`config.mk`:
```
export PLATFORM = sky130hd
export DESIGN_NAME = mips_lsu_bus_master
export DESIGN_NICKNAME = d
export VERILOG_FILES = /design/src/rtl/mips_lsu_bus_master.sv
export SDC_FILE = /design/constraint.sdc
export NUM_CORES = 1
export LEC_CHECK = 0
export ABC_AREA = 1
export CAP_MARGIN = 5
export CORE_UTILIZATION = 43
export CTS_BUF_LIST = sky130_fd_sc_hd__clkbuf_4 sky130_fd_sc_hd__clkbuf_8 sky130_fd_sc_hd__clkbuf_16
export DETAILED_ROUTE_END_ITERATION = 10
export GPL_TIMING_DRIVEN = 0
export PLACE_DENSITY = 0.77
export SYNTH_ARGS = -nofsm -noshare
export SYNTH_HDL_FRONTEND = slang
export SYNTH_SLANG_ARGS = --single-unit
```
`constraint.sdc`:
```
create_clock -name clk -period 2.02 [get_ports clk]
set_clock_uncertainty 0.1 [all_clocks]
set_input_delay 0.505 -clock clk [delete_from_list [all_inputs] [get_ports clk]]
set_output_delay 0.505 -clock clk [all_outputs]
set_load 0.1 [all_outputs]
```
`src/rtl/mips_lsu_bus_master.sv`:
```
// Load/store initiator between the MIPS pipeline and a word-wide data bus.
// Sub-word stores are performed as read-modify-write; bus words are byte-reversed.
module mips_lsu_bus_master #(
    parameter int BYTE_SWAP   = 1,
    parameter int ALIGN_CHECK = 1
) (
    input  logic        clk,
    input  logic        reset,
    input  logic        req_valid,
    output logic        req_ready,
    input  logic        req_store,
    input  logic [2:0]  req_op,
    input  logic [31:0] req_addr,
    input  logic [31:0] req_wdata,
    output logic        resp_valid,
    output logic [31:0] resp_rdata,
    output logic        resp_err,
    output logic [31:0] data_address,
    output logic        data_read,
    output logic        data_write,
    output logic [31:0] data_writedata,
    input  logic [31:0] data_readdata
);

    localparam logic [1:0] IDLE = 2'd0;
    localparam logic [1:0] RD   = 2'd1;
    localparam logic [1:0] WR   = 2'd2;
    localparam logic [1:0] RESP = 2'd3;

    logic [1:0]  state_q;
    logic [2:0]  op_q;
    logic [31:0] addr_q;
    logic [15:0] wdata_q;
    logic [31:0] wr_word_q;
    logic [31:0] rdata_q;
    logic        store_q;
    logic        err_q;

    logic        req_legal;
    logic        req_misaligned;
    logic [31:0] rd_cpu;
    logic [7:0]  rd_byte;
    logic [15:0] rd_half;
    logic [31:0] load_val;
    logic [31:0] merged_cpu;

    // Lane reversal is its own inverse, so it serves both bus->CPU and CPU->bus.
    function automatic logic [31:0] to_cpu(input logic [31:0] w);
        if (BYTE_SWAP != 0) return {w[7:0], w[15:8], w[23:16], w[31:24]};
        return w;
    endfunction

    always_comb begin
        req_legal = 1'b0;
        case (req_op)
            3'b000, 3'b001, 3'b011: req_legal = 1'b1;
            3'b100, 3'b101:         req_legal = !req_store;
            default:                req_legal = 1'b0;
        endcase
        req_misaligned = 1'b0;
        if (ALIGN_CHECK != 0) begin
            if (req_op[1:0] == 2'b01)      req_misaligned = req_addr[0];
            else if (req_op[1:0] == 2'b11) req_misaligned = |req_addr[1:0];
        end
    end

    always_comb begin
        rd_cpu  = to_cpu(data_readdata);
        rd_byte = rd_cpu[{addr_q[1:0], 3'b000} +: 8];
        rd_half = rd_cpu[{addr_q[1], 4'b0000} +: 16];
        case (op_q[1:0])
            2'b00:   load_val = op_q[2] ? {24'h0, rd_byte} : {{24{rd_byte[7]}}, rd_byte};
            2'b01:   load_val = op_q[2] ? {16'h0, rd_half} : {{16{rd_half[15]}}, rd_half};
            default: load_val = rd_cpu;
        endcase
        merged_cpu = rd_cpu;
        if (op_q[1:0] == 2'b00) merged_cpu[{addr_q[1:0], 3'b000} +: 8] = wdata_q[7:0];
        else                    merged_cpu[{addr_q[1], 4'b0000} +: 16] = wdata_q;
    end

    always_ff @(posedge clk) begin
        if (reset) begin
            state_q   <= IDLE;
            op_q      <= '0;
            addr_q    <= '0;
            wdata_q   <= '0;
            wr_word_q <= '0;
            rdata_q   <= '0;
            store_q   <= 1'b0;
            err_q     <= 1'b0;
        end else begin
            case (state_q)
                IDLE: begin
                    if (req_valid) begin
                        op_q      <= req_op;
                        addr_q    <= req_addr;
                        wdata_q   <= req_wdata[15:0];
                        store_q   <= req_store;
                        rdata_q   <= '0;
                        wr_word_q <= to_cpu(req_wdata);
                        err_q     <= !req_legal || req_misaligned;
                        if (!req_legal || req_misaligned)          state_q <= RESP;
                        else if (req_store && req_op[1:0] == 2'b11) state_q <= WR;
                        else                                        state_q <= RD;
                    end
                end
                RD: begin
                    if (store_q) begin
                        wr_word_q <= to_cpu(merged_cpu);
                        state_q   <= WR;
                    end else begin
                        rdata_q <= load_val;
                        state_q <= RESP;
                    end
                end
                WR:      state_q <= RESP;
                default: state_q <= IDLE;
            endcase
        end
    end

    assign req_ready      = (state_q == IDLE);
    assign resp_valid     = (state_q == RESP);
    assign resp_rdata     = resp_valid ? rdata_q : '0;
    assign resp_err       = resp_valid & err_q;
    assign data_read      = (state_q == RD);
    assign data_write     = (state_q == WR);
    assign data_address   = {addr_q[31:2], 2'b00};
    assign data_writedata = wr_word_q;

endmodule
```
# Word level (Yosys, flattened, before mapping)
# Cells that the tools add are included.
# Widths: inputs -> output; s select.
dict set report totals {
  in_bits 103
  out_inout_bits 101
  latchBits 0
  memories 0
  wordCells 73
  mem_bits_rw 0
  register_bits 119
  romBits 0
}
dict set report op_classes {
  bitwise_logic 1
  n_reduce_logical 14
  n_eq_ne 13
  n_lt_le_gt_ge 0
  div_mod_pow 0
  add_sub_neg 2
  mul 0
  n_mux 29
  shifts 6
}
# op count
set ops {}
lappend ops {{$mux 32} 10}
lappend ops {{$pmux 32 s2} 3}
lappend ops {{$bwmux 32} 2}
lappend ops {{$shift 16x7->32 const A} 1}
lappend ops {{$shift 8x7->32 const A} 1}
lappend ops {{$shiftx 16x7->32} 1}
lappend ops {{$shiftx 32x6->16} 1}
lappend ops {{$shiftx 32x6->8} 1}
lappend ops {{$shiftx 8x7->32} 1}
lappend ops {{$neg 5->7} 2}
lappend ops {{$mux 1} 9}
lappend ops {{$eq 2x1->1 const B} 3}
lappend ops {{$eq 2x2->1 const B} 3}
lappend ops {{$eq 3x3->1 const B} 2}
lappend ops {{$mux 2} 3}
lappend ops {{$pmux 2 s3} 1}
lappend ops {{$reduce_and 3->1} 2}
lappend ops {{$logic_not 2->1} 2}
lappend ops {{$ne 2x2->1 const B} 2}
lappend ops {{$reduce_or 2->1} 2}
lappend ops {{$eq 3x1->1 const B} 1}
lappend ops {{$eq 3x2->1 const B} 1}
lappend ops {{$logic_not 3->1} 1}
lappend ops {{$reduce_or 3->1} 1}
lappend ops {{other kinds (8)} 9}

# Depth between registers and ports, before layout
dict set report depth {
  depth_word 8
  mapped_depth 12
  depth_no_buf 10
}

# Worst setup path after synthesis
# OpenSTA, ideal clock, no wires.
dict set report synth_path {
  path_type {reg2out}
  startpoint {register state_q[0]}
  endpoint {output resp_rdata[10]}
  arrival_ps 2392
  n_path_buf 2
  t_required_ps 1415
  stages_incl_launch_ff 6
  slack_ps -977
  path_cell_list {dfxtp_1 > ha_1 > clkbuf_1 > clkbuf_1 > nand2_1 > inv_1}
}
dict set report synth_via {
  elab_chain_cells 2
}
# item line
set synth_rtl {}
lappend synth_rtl {{start: declaration} 30} ;# logic [1:0] state_q;
lappend synth_rtl {{start signal: assignment} 83} ;# state_q <= IDLE;
lappend synth_rtl {{start signal: assignment} 102} ;# if (!req_legal || req_misaligned) state_q <= RESP;
lappend synth_rtl {{start signal: assignment} 103} ;# else if (req_store && req_op[1:0] == 2'b11) state_q <= WR;
lappend synth_rtl {{$eq 2x2->1} 123} ;# assign resp_valid = (state_q == RESP);
lappend synth_rtl {{named net resp_valid} 15} ;# output logic resp_valid,
lappend synth_rtl {{$mux 32} 124} ;# assign resp_rdata = resp_valid ? rdata_q : '0;
lappend synth_rtl {{end: declaration} 16} ;# output logic [31:0] resp_rdata,
# The timed path passes the listed nets, and every way through them passes these cells.

# Worst setup path after layout
dict set report layout_path {
  startpoint {register state_q[0]}
  endpoint {output resp_rdata[27]}
}
dict set report layout_via {
  elab_chain_cells 2
}
# item line
set layout_rtl {}
lappend layout_rtl {{$eq 2x2->1} 123}
lappend layout_rtl {{$mux 32} 124}
# Every way passes these cells.

==> results <==
[synthesized netlist by cell type, drive strengths merged]
master / instances
o211ai: 7
ha: 9
nand3: 50
nand2: 188
o221ai: 16
buf: 65
clkbuf: 39
dfxtp: 119
a21oi: 161
nor2: 126
inv: 91
a41oi: 1
nand4: 4
o21ai: 153
conb: 1
[worst paths after layout]
check	startpoint	endpoint	slack [ns]
max reg2reg	state_q[1]	data_writedata[16]	0.03
min	data_writedata[13]	data_writedata[13]	0.37
min reg2reg	data_writedata[13]	data_writedata[13]	0.37
max	state_q[0]	resp_rdata[27]	-0.26
[through the flow]
step / cells / setup TNS, ns / hold WS (ns) / instance area [um2] / power [uW]
after global routing: 1479 / -7.633 / 0.3869 / 10630 / 17150
after detailed placement: 1442 / -46.64 / 0.3567 / 9278 / 12950
after global placement: 1442 / -45.76 / 0.3526 / 9278 / 12900
after floorplan: 1031 / -4.127 / 0.3439 / 7012 / 10590
after CTS: 1475 / -6.586 / 0.3651 / 10570 / 16030
final: 1479 / -6.632 / 0.3655 / 10630 / 16360
[routing by layer]
layer  part of all wire  vias to the layer above
li1                   -                     3832
met1               0.41                     3626
met2               0.48                      401
met3              0.082                       63
met4              0.035                        0
met5                  0                        -
[critical path, stage by stage (launching register included)]
cell	delay [ns]
dfxtp_4	0.36
ha_4	0.17
clkbuf_16	0.17
clkbuf_16	0.19
nand2_4	0.08
clkinvlp_4	0.10
buf_12	0.17
[sequential cells by signal, summed over array words and instances, names as in the netlist]
register        cells
rdata_q            32
store_q             1
op_q                3
wdata_q            16
err_q               1
addr_q             32
data_writedata     32
state_q             2
[power groups by stage]
stage	Combinational, uW	Clock (uW)	Sequential (uW)
after floorplan	5180	0	5410
after global placement	9350	0	3550
after detailed placement	9380	0	3570
after CTS	9580	2860	3590
after global routing	10500	2980	3690
final	9880	2870	3620
[cells by family after synthesis]
group | count (synthesis) | share of synthesized area
compound gates | 338 | 0.2657
fa+ha+maj | 9 | 0.01670
simple gates | 368 | 0.2275
other cells | 1 | 0.0005562
buf+inv | 195 | 0.1362
flops | 119 | 0.3533
[cell type report]
cell class,count,area [um2],area share
inverter,91,475.5,0.04473
sequential,119,2394,0.2252
tap,211,264.0,0.02484
clock inverter,9,77.57,0.007298
buffer,101,683.2,0.06427
multi-input combinational,717,3810,0.3584
timing repair buffer,210,2451,0.2306
clock buffer,21,474.2,0.04461
[timing repair]
item,in CTS,in global routing
hold buffers,0,0
gates resized for setup,577,70
cloned,4,0
endpoints found under the setup margin,131,115
pin swaps,19,14
setup buffers,1,6
==> results_dict.tcl <==
set metrics [dict create \
    power_report.internal_total_uw 7579 \
    final-setup-viol-count 33 \
    violations_in_the_final_reports "negative setup slack" \
    top_level_ports 204 \
    grt_util_met2 0.5546 \
    post_synth_num_cell_types 30 \
    grt_use_total 0.3250 \
    post-place-ws_ns -0.7468 \
    num_rows 45 \
    antenna_violations_before_repair 0 \
    antenna-diode-count 0 \
    maximum_number_of_buffers_from_clock_root_to_sink 2 \
    layout-drive-gt1-share 0.2492 \
    tritoncts "done" \
    share_clk_of_total_power 0.175 \
    most_frequent_standard_cell_in_the_layout_excluding_fill_and_tap_cells "a21oi_1" \
    utilization_after_layout 0.6966 \
    p_switching_uw 8785 \
    yosys_warnings 0 \
    clock_insertion_delay_worst_skew_ns 0.42 \
    num-fill-cells 1267 \
    global_route.usage.met3 0.06951 \
    share_comb_of_total_power 0.604 \
    crit_path_start_kind "flip-flop" \
    dieWidth_um 127.2 \
    f_max_ghz 0.4393 \
    detail-route-antenna-nets 0 \
    drt-vias-per-instance 5.356 \
    grt-busiest-layer "met2" \
    drt_first_pass_iters 5 \
    place_hpwl_um 19200 \
    run_status "finished with violations" \
    floorplan.die_area_um2 16180 \
    drv_slew 0 \
    grt_first_pass_wirelength_um 40250 \
    mostFrequentLayoutCells "a21oi_1, nand2_1, o21ai_0" \
    drc 0 \
    cts.sinks 119 \
    grt_overflow_total 0 \
    fin_ws_ns -0.2564 \
    ys_seq_elements 119 \
    area_growth_pct 57.64 \
    first_iter_violations 739 \
    numPortBuffers 200 \
    height_of_the_die_um 127.2 \
    ff2ff_path_depth 7 \
    aggregate_routed_wire_length_um 26470 \
    yosys.area.top_type_share 0.3533 \
    drt-wirelength-per-cell_um 17.90 \
    max-cap-violations 0 \
    synth_area_leaders "dfxtp_1, a21oi_1, o21ai_0, nand2_1, nor2_1" \
    ir_drop_mv 1.033 \
    post-route-period-util 1.127 \
    worst_hold_path.num_cells 2 \
    timing.max_slew.rel_slack 0.5954 \
    seq_area_frac_synth 0.3533 \
    power_density_nw_per_um2 1540 \
    mappedNetlistArea_um2 6743 \
    grt_setup_unrepaired "true" \
    placeableCoreArea_um2 15260 \
    post_synthesis_cell_count 1030 \
    power.share.sequential 0.221 \
    final_net_count 1369 \
    use_met1 0.3992 \
    worst-endpoint-arrival_ns 1.67 \
    worst_hold_path_type "reg -> reg" \
    cts-buffers-inserted 17 \
    start_util 0.4419 \
    cts-root-buf "clkbuf_16" \
    clkSlewWorstSetupHoldPaths_ns 0.05 \
    ctsHtreeMaxLevel 4 \
    layout_min_cycle_time_ns 2.276 \
    grt_start_max_net_pins 17 \
    required_ns 1.41 \
    per_instance_average_area_after_synthesis_um2 6.546 \
    finalWeightedCongestion 1.010 \
    worst-slew-pin-transition_ns 0.6069 \
    critPathCaptureType "output port" \
    worstPathMaxFanout 6 \
    detailroute.via_count 7922 \
    critPathKind "reg -> out" \
    first_global_vias 7394 \
    timing_hold_violations_final 0 \
    netSwitchingFraction 0.5368 \
    biggest_area_consumer_among_synthesized_cells "dfxtp_1" \
    total_leakage_power_uw 0.004451 \
]
No activity file was read; power rests on OpenSTA's default activity.
